===== src/rtl/multiphase_reference_sequencer.sv =====
// Multiphase dq->phase current reference sequencer: DDS angle emulation, Id/Iq scaling into a
// double-buffered bank, framed AXI-Stream output. Optional clamping via MPRS_SATURATION_EN.
module multiphase_reference_sequencer #(
  parameter int N_PHASES        = 6,
  parameter int DATA_PATH_WIDTH = 16,
  parameter int PHASE_WIDTH     = 16,
  localparam int DW             = $clog2(N_PHASES),
  localparam int W              = DATA_PATH_WIDTH,
  localparam int PW             = PHASE_WIDTH
) (
  input  logic                clock,
  input  logic                reset,
  input  logic                sync,
  input  logic signed [W-1:0] Id,
  input  logic signed [W-1:0] Iq,
  output logic                angle_emulation,
  input  logic [PW-1:0]       phase_data,
  input  logic                phase_valid,
  output logic                phase_ready,
  output logic [PW-1:0]       angle_out_data,
  output logic                angle_out_valid,
  input  logic                angle_out_ready,
  input  logic signed [W-1:0] sin_in_data,
  input  logic [DW-1:0]       sin_in_dest,
  input  logic                sin_in_valid,
  output logic                sin_in_ready,
  input  logic signed [W-1:0] cos_in_data,
  input  logic [DW-1:0]       cos_in_dest,
  input  logic                cos_in_valid,
  output logic                cos_in_ready,
  output logic [W-1:0]        reference_out_data,
  output logic [DW-1:0]       reference_out_dest,
  output logic                reference_out_last,
  output logic                reference_out_valid,
  input  logic                reference_out_ready,
  input  logic [3:0]          axil_awaddr,
  input  logic                axil_awvalid,
  output logic                axil_awready,
  input  logic [31:0]         axil_wdata,
  input  logic [3:0]          axil_wstrb,
  input  logic                axil_wvalid,
  output logic                axil_wready,
  output logic [1:0]          axil_bresp,
  output logic                axil_bvalid,
  input  logic                axil_bready,
  input  logic [3:0]          axil_araddr,
  input  logic                axil_arvalid,
  output logic                axil_arready,
  output logic [31:0]         axil_rdata,
  output logic [1:0]          axil_rresp,
  output logic                axil_rvalid,
  input  logic                axil_rready
);

  typedef enum logic [0:0] {IDLE = 1'b0, STREAM = 1'b1} state_t;

  localparam logic [DW-1:0]        LAST  = DW'(N_PHASES - 1);
  localparam logic signed [W+1:0]  S_MAX = {3'b000, {(W-1){1'b1}}};
  localparam logic signed [W+1:0]  S_MIN = {3'b111, {(W-1){1'b0}}};

  logic          emu_r, overrun_r, wr_sel_r;
  logic [PW-1:0] ph_adv_r, acc_r;
  logic [31:0]   per_r, per_cnt_r;
  logic          wr_en_s, clr_ovr_s, tc_s;
  logic signed [W-1:0]   id_r, iq_r;
  logic signed [2*W-1:0] p_d_r, p_q_r;
  logic                  v1_r;
  logic [DW-1:0]         dest1_r;
  logic signed [W+1:0]   sum_s;
  logic [W-1:0]          ref_s;
  logic [W-1:0]          bank_r [2][N_PHASES];
  state_t                state_r, state_n;
  logic [DW-1:0]         idx_r, idx_n;
  logic                  swap_s, overrun_set_s;
  logic                  unused;

  assign unused = ^{cos_in_dest, axil_wstrb, axil_awaddr[1:0], axil_araddr[1:0]};

  assign angle_emulation = emu_r;
  assign phase_ready     = emu_r ? 1'b1 : angle_out_ready;
  assign sin_in_ready    = 1'b1;
  assign cos_in_ready    = 1'b1;
  assign wr_en_s         = axil_awvalid && axil_wvalid && !axil_bvalid;
  assign axil_awready    = wr_en_s;
  assign axil_wready     = wr_en_s;
  assign axil_bresp      = 2'b00;
  assign axil_rresp      = 2'b00;
  assign axil_arready    = !axil_rvalid;
  assign clr_ovr_s       = wr_en_s && (axil_awaddr[3:2] == 2'd0) && axil_wdata[1];

  // Configuration writes and write response
  always_ff @(posedge clock) begin
    if (reset) begin
      emu_r       <= 1'b0;
      ph_adv_r    <= {PW{1'b0}};
      per_r       <= 32'd0;
      axil_bvalid <= 1'b0;
    end else if (wr_en_s) begin
      axil_bvalid <= 1'b1;
      case (axil_awaddr[3:2])
        2'd0:    emu_r    <= axil_wdata[0];
        2'd1:    ph_adv_r <= axil_wdata[PW-1:0];
        2'd2:    per_r    <= axil_wdata;
        default: ;
      endcase
    end else if (axil_bvalid && axil_bready) begin
      axil_bvalid <= 1'b0;
    end
  end

  // Register readback
  always_ff @(posedge clock) begin
    if (reset) begin
      axil_rvalid <= 1'b0;
      axil_rdata  <= 32'd0;
    end else if (axil_arvalid && !axil_rvalid) begin
      axil_rvalid <= 1'b1;
      case (axil_araddr[3:2])
        2'd0:    axil_rdata <= {31'd0, emu_r};
        2'd1:    axil_rdata <= 32'(ph_adv_r);
        2'd2:    axil_rdata <= per_r;
        default: axil_rdata <= {30'd0, (state_r == STREAM), overrun_r};
      endcase
    end else if (axil_rvalid && axil_rready) begin
      axil_rvalid <= 1'b0;
    end
  end

  // PER of 0 or 1 makes every cycle a terminal count
  assign tc_s = (per_r <= 32'd1) || (per_cnt_r >= per_r - 32'd1);

  // DDS period counter and phase accumulator
  always_ff @(posedge clock) begin
    if (reset) begin
      per_cnt_r <= 32'd0;
      acc_r     <= {PW{1'b0}};
    end else if (emu_r) begin
      if (tc_s) begin
        per_cnt_r <= 32'd0;
        acc_r     <= acc_r + ph_adv_r;
      end else begin
        per_cnt_r <= per_cnt_r + 32'd1;
      end
    end
  end

  // Angle output register and Id/Iq latch on angle handshake
  always_ff @(posedge clock) begin
    if (reset) begin
      angle_out_valid <= 1'b0;
      angle_out_data  <= {PW{1'b0}};
      id_r            <= {W{1'b0}};
      iq_r            <= {W{1'b0}};
    end else begin
      if (angle_out_valid && angle_out_ready) begin
        id_r <= Id;
        iq_r <= Iq;
      end
      if (phase_valid && phase_ready) begin
        angle_out_valid <= 1'b1;
        angle_out_data  <= emu_r ? acc_r : phase_data;
      end else if (angle_out_valid && angle_out_ready) begin
        angle_out_valid <= 1'b0;
      end
    end
  end

  // Stage 1: products; out-of-range dest is discarded here
  always_ff @(posedge clock) begin
    if (reset) begin
      v1_r    <= 1'b0;
      dest1_r <= {DW{1'b0}};
      p_d_r   <= {(2*W){1'b0}};
      p_q_r   <= {(2*W){1'b0}};
    end else begin
      v1_r    <= sin_in_valid && cos_in_valid && (32'(sin_in_dest) < N_PHASES);
      dest1_r <= sin_in_dest;
      p_d_r   <= (2*W)'(id_r) * (2*W)'(sin_in_data);
      p_q_r   <= -((2*W)'(iq_r) * (2*W)'(cos_in_data));
    end
  end

  // The extra guard bit keeps the full-scale corner sum from wrapping before it is reduced
  assign sum_s = (W+2)'(p_d_r >>> (W-1)) + (W+2)'(p_q_r >>> (W-1));

  // Reduce the stage-2 sum to W bits
  always_comb begin
    ref_s = sum_s[W-1:0];
`ifdef MPRS_SATURATION_EN
    if (sum_s > S_MAX) begin
      ref_s = {1'b0, {(W-1){1'b1}}};
    end else if (sum_s < S_MIN) begin
      ref_s = {1'b1, {(W-1){1'b0}}};
    end else begin
      ref_s = sum_s[W-1:0];
    end
`endif
  end

  // Stage 2: bank write; a write in the swap cycle still targets the outgoing bank
  always_ff @(posedge clock) begin
    if (reset) begin
      for (int b = 0; b < 2; b++) begin
        for (int i = 0; i < N_PHASES; i++) begin
          bank_r[b][i] <= {W{1'b0}};
        end
      end
    end else if (v1_r) begin
      bank_r[wr_sel_r][dest1_r] <= ref_s;
    end
  end

  // Output FSM state, beat index, bank select and sticky overrun
  always_ff @(posedge clock) begin
    if (reset) begin
      state_r   <= IDLE;
      idx_r     <= {DW{1'b0}};
      wr_sel_r  <= 1'b0;
      overrun_r <= 1'b0;
    end else begin
      state_r <= state_n;
      idx_r   <= idx_n;
      if (swap_s) wr_sel_r <= !wr_sel_r;
      if (overrun_set_s) overrun_r <= 1'b1;
      else if (clr_ovr_s) overrun_r <= 1'b0;
    end
  end

  // Output FSM next state
  always_comb begin
    state_n       = state_r;
    idx_n         = idx_r;
    swap_s        = 1'b0;
    overrun_set_s = 1'b0;
    case (state_r)
      IDLE: begin
        if (sync) begin
          swap_s  = 1'b1;
          state_n = STREAM;
          idx_n   = {DW{1'b0}};
        end else begin
          state_n = IDLE;
        end
      end
      STREAM: begin
        overrun_set_s = sync;
        if (reference_out_ready) begin
          if (idx_r == LAST) begin
            state_n = IDLE;
            idx_n   = {DW{1'b0}};
          end else begin
            idx_n = idx_r + DW'(1);
          end
        end else begin
          idx_n = idx_r;
        end
      end
      default: begin
        state_n = IDLE;
        idx_n   = {DW{1'b0}};
      end
    endcase
  end

  assign reference_out_valid = (state_r == STREAM);
  assign reference_out_data  = reference_out_valid ? bank_r[!wr_sel_r][idx_r] : {W{1'b0}};
  assign reference_out_dest  = reference_out_valid ? idx_r : {DW{1'b0}};
  assign reference_out_last  = reference_out_valid && (idx_r == LAST);

endmodule

===== config.mk =====
export PLATFORM = sky130hd
export DESIGN_NAME = multiphase_reference_sequencer
export DESIGN_NICKNAME = d
export VERILOG_FILES = /design/src/rtl/multiphase_reference_sequencer.sv
export SDC_FILE = /design/constraint.sdc
export NUM_CORES = 2
export LEC_CHECK = 0
export BUFFER_PORTS_ARGS = -buffer_cell sky130_fd_sc_hd__buf_2
export CORE_MARGIN = 3
export CORE_UTILIZATION = 60
export DETAILED_ROUTE_END_ITERATION = 16
export PLACE_DENSITY = 0.9
export SYNTH_ARGS = -nofsm -noshare
export SYNTH_HDL_FRONTEND = slang
export SYNTH_SLANG_ARGS = --single-unit

===== constraint.sdc =====
create_clock -name clock -period 7.5 [get_ports clock]
set_input_delay 0.375 -clock clock [delete_from_list [all_inputs] [get_ports clock]]
set_output_delay 0.375 -clock clock [all_outputs]
set_load 0.05 [all_outputs]

-- Word level (Yosys, flattened, before mapping)
Memory sizes are Yosys's and may differ from the RTL's.
Cells that the tools add are included.
- word-level logic and storage cells: 111
- input bits: 143
- memories kept: 1
- flip-flop bits (word level): 252
- bits in writable memories: 192
- output and inout port bits: 83
- memory list (memory ; words ; bits a word ; read ports ; clocked after memory_dff ; write ports ; RTL line ; text):
    bank_r ; 2 ; 96 ; 1 ; 0 ; 2 ; 71 ; logic [W-1:0] bank_r [2][N_PHASES];
- bitwise operators: 3
- magnitude comparators: 6
- $add $sub $neg: 6
- multipliers: 2
- equal/unequal tests: 7
- reduce and logical (&&, ||, !) cells: 29
- mux-type cells: 37
- operator list (kind ; count):
    $mux W96 ; 3
    $pmux W32 S3 ; 1
    $reduce_or A96 Y1 ; 1
    $mux W16 ; 5
    $mul A16 B16 Y31 ; 2
    $bmux W16 S3 ; 1
    $demux W16 S3 ; 1
    $add A16 B16 Y16 ; 2
    $add A32 B1 Y32 const B ; 1
    $ge A32 B32 Y1 ; 1
    $le A32 B1 Y1 const B ; 1
    $mux W32 ; 1
    $sub A32 B1 Y32 const B ; 1
    $neg A31 Y31 ; 1
    $mux W1 ; 19
    $logic_and A1 B1 Y1 ; 13
    $mux W3 ; 4
    $reduce_and A2 Y1 ; 5
    $ge A4 B4 Y1 const B ; 2
    $not A3 Y4 ; 2
    $reduce_bool A2 Y1 ; 4
    $pmux W3 S2 ; 1
    $eq A2 B1 Y1 const B ; 2
    $eq A2 B2 Y1 const B ; 2
    other kinds (10) ; 14

-- Logic depth before layout (Yosys ltp)
- word-level depth: 8
- mapped depth: 24

-- Least setup slack after synthesis
Ideal clock, no wire load.
- path type: flip-flop to flip-flop
- from: register id_r[15]
- to: register p_d_r[30]
- clock period less this slack: 5957 ps
- data required time: 7372 ps
- cell stages (with the launch flop): 24
- arrival: 5830 ps
- setup time: 128 ps
- path slack: 1543 ps
- cells stage by stage: dfxtp_1 clkbuf_1 clkbuf_1 nand2_1 inv_1 fa_1 inv_1 fa_1 inv_1 fa_1 fa_1 fa_1 inv_1 fa_1 inv_1 ha_1 and3_1 nand3_1 a2111oi_0 a31oi_1 a31oi_1 a41oi_1 xnor2_1 nor2_1
- longest elaborated chain between the ends: 1
- ends and longest elaborated chain (item ; RTL line ; text):
    start, declared ; 65 ; logic signed [W-1:0] id_r, iq_r;
    start signal, assigned ; 152 ; id_r <= {W{1'b0}};
    start signal, assigned ; 156 ; id_r <= Id;
    $mul A16 B16 Y31 ; 178 ; p_d_r <= (2*W)'(id_r) * (2*W)'(sin_in_data);
    end signal, assigned ; 173 ; p_d_r <= {(2*W){1'b0}};
    end signal, assigned ; 178 ;
    end, declared ; 66 ; logic signed [2*W-1:0] p_d_r, p_q_r;
No other way between the ends.
A chain may end at the register's enable or synchronous reset.

-- Worst setup path after layout
Ends and elaborated chain as after synthesis.

==> flow_summary.yaml <==
worst_hold_path:
  hold_end: "iq_r[13]$_SDFFE_PP0P_"
  hp-class: "primary input to flip-flop"
  worstHoldPathCells: 3
  hp-start: "Iq[13]"
setup_path:
  start_kind: "flip-flop"
  worstPathArrival_ps: 7260
  rr_worst_depth: 21
  r2r-start: "id_r[15]$_SDFFE_PP0P_"
  r2r-end: "p_d_r[30]$_SDFF_PP0_"
  critical_path_class: "flip-flop to flip-flop"
  end_kind: "flip-flop"
  path_max_fanout: 18
  critPathLaunch: "id_r[15]$_SDFFE_PP0P_"
  r2r_slack_ps: 670
  cp.required_ps: 7930
route:
  postRouteAntennaNets: 0
  via_per_inst: 5.823
  drt-wirelength-per-cell_microns: 19.55
  drt_first_pass_iters: 6
  drc: 0
  via_count: 27204
  initialDrtViolationCount: 2382
  wl_microns: 91350
timing:
  max_freq_mhz: 146.5
  slew_violations: 0
  finClkSkew_ps: 33.21
  fin_crit_ps: 6828
  worstMarginPinSlew_ps: 1324
  period_share: 0.9104
  hold_ws_ps: 20.93
  fin_setup_tns_ps: 0
  rsz0062_at_grt: "no"
  relSlewSlack: 0.1154
  final-setup-viol-count: 0
  finalHoldViolations: 0
  setup_slack_ps: 672.0
synthesis:
  synth_simple_gate_area_frac: 0.1567
  synth-xor-area-share: 0.03432
  synth-seq-cells: 414
  seq_area_frac_synth: 0.2759
  yosysTopAreaCellShare: 0.2749
  synth_top_family_by_area: "adder cells"
  async_flop_share: 0
  ys_top_cells_by_count: "inv_1 (590), fa_1 (508), nand2_1 (467)"
  ys_warn_count: 0
  synthTopCellsByArea: "fa_1 (27%), edfxtp_1 (16%), dfxtp_1 (12%)"
  synth_adder_area_share: 0.3557
  synth-compound-area-share: 0.05735
  syn_inst: 3726
  synthMuxAreaShare: 0.04176
  avgSynthCellArea_sq_um: 9.930
  synth_area_leader_cell: "fa_1"
  synth_flop_cell: "dfxtp_1"
  ys_types: 69
  synth_area_sq_mm: 0.03700
  synth-edff-count: 192
  synthMostInstantiatedCell: "inv_1"
clock_tree:
  htree_num_levels: 2
  cts_inserted_buffers: 44
  postCtsSetupBuffers: 0
  cts_tree: "yes"
  clkTransAtPathRegs_ps: 70
  clk_latency_ps: 600
  cts.sinks: 414
  cts_buffer_depth: 3
  clock-root-buffer: "clkbuf_16"
floorplanning:
  die_width_microns: 254.3
  coreArea_sq_mm: 0.06070
  die_area_sq_mm: 0.06468
  start_util: 0.6096
  io_pins: 226
  rows: 90
  die_y_microns: 254.3
layout:
  final_nets: 4742
  fin_util: 0.6611
  final_cells: 4672
  area_growth_pct: 8.454
  design_area_sq_mm: 0.04013
  layout-drive-gt1-share: 0.09725
place:
  place_hpwl_microns: 68160
  pre_cts_ws_ps: 828.4
  place.gp.congestion: 0.9202
  port-buffer-count: 208
  dpl_cell_area_sq_mm: 0.03859
  dpl.cell_count: 4584
job:
  cap_violations: 0
global_route:
  grt_usage: 0.2883
  grt_pass1_wl_microns: 147700
  gr-total-overflow: 0
  antenna_found_initial: 2
  grt_pass1_vias: 28914
  grt_max_degree: 77
pwr:
  power_density_mw_per_mm2: 195.4
  design_power_total_mw: 7.840
  p_leak_nw: 18.34
  vdd_drop_max_mv: 0.1774
status:
  outcome: "finished, final reports clean"
-- registers in the layout (all words and copies together) (netlist names), 32 cells and up --
register    cells
axil_rdata     32
per_r          32
per_cnt_r      32
bank_r        192
-- final cells by class --
class | count | area (sq um)
multi-input cells | 2561 | 23920
fillers | 4292 | 20570
flip-flops and latches | 414 | 10210
inverters | 590 | 2215
repair buffers | 241 | 1305
clock buffers | 58 | 1246
well taps | 782 | 978.4
clock inverters | 23 | 240.2
diodes | 3 | 7.507
-- layout by cell type (no fill, tap or decap), types with 51 or more instances in the layout --
cell	instances
a21oi_1	141
edfxtp_1	192
fa_1	508
xor2_1	51
nor2_1	314
xnor2_1	94
buf_2	207
inv_1	590
and2_1	271
dfxtp_1	220
ha_1	239
nand2_1	467
-- routing by layer --
| metal | routed length (microns) | track usage |
|---|---|---|
| met5 | 0 | 0 |
| met4 | 3428 | 0.1101 |
| met3 | 8084 | 0.05272 |
| met1 | 34170 | 0.3577 |
| met2 | 45670 | 0.5044 |
-- worst max-delay path, cell delays in order (launching register included) --
cell and delay [ps]:
dfxtp_1 740, nand2_1 200, inv_1 170, fa_1 530
inv_1 150, fa_1 440, inv_1 350, fa_1 530
fa_1 520, fa_1 490, inv_1 50, fa_1 470
inv_1 40, ha_1 320, and3_1 190, nand3_1 70
a2111oi_0 310, a31oi_1 140, a31oi_1 440, a41oi_1 240
xnor2_1 220, nor2_1 60
-- worst max-delay path by stage --
| stage | end | depth (start not counted) |
|---|---|---|
| finish | p_d_r[30]$_SDFF_PP0_ | 21 |
| global route | p_d_r[30]$_SDFF_PP0_ | 21 |
| CTS | p_d_r[30]$_SDFF_PP0_ | 21 |
| detailed placement | p_d_r[29]$_SDFF_PP0_ | 21 |
| global placement | p_d_r[30]$_SDFF_PP0_ | 22 |
| floorplan | p_d_r[30]$_SDFF_PP0_ | 23 |
-- power by group --
group	leakage, nW	internal [mW]	switching (mW)	total (mW)
Sequential	3.79	2.53	0.111	2.64
Combinational	13.8	1.19	1.77	2.96
Clock	0.724	1.26	0.986	2.25
Total	18.3	4.98	2.86	7.84
-- cells by family after synthesis --
kind of cell / after synthesis
multiplexers: 93
adder cells (fa/ha/maj): 747
AND/OR/NAND/NOR: 1243
buffers and inverters: 755
XOR/XNOR: 145
AO/OA/AOI/OAI: 327
other: 2
flip-flops: 414
-- timing repair --
item | 4_1_cts | 5_1_grt
hold endpoints to repair | 3 | 0
setup endpoints to repair | 0 | 0
gates resized for setup | 0 | 0
hold buffers | 4 | 0
Power figures use the tool's default switching activity.
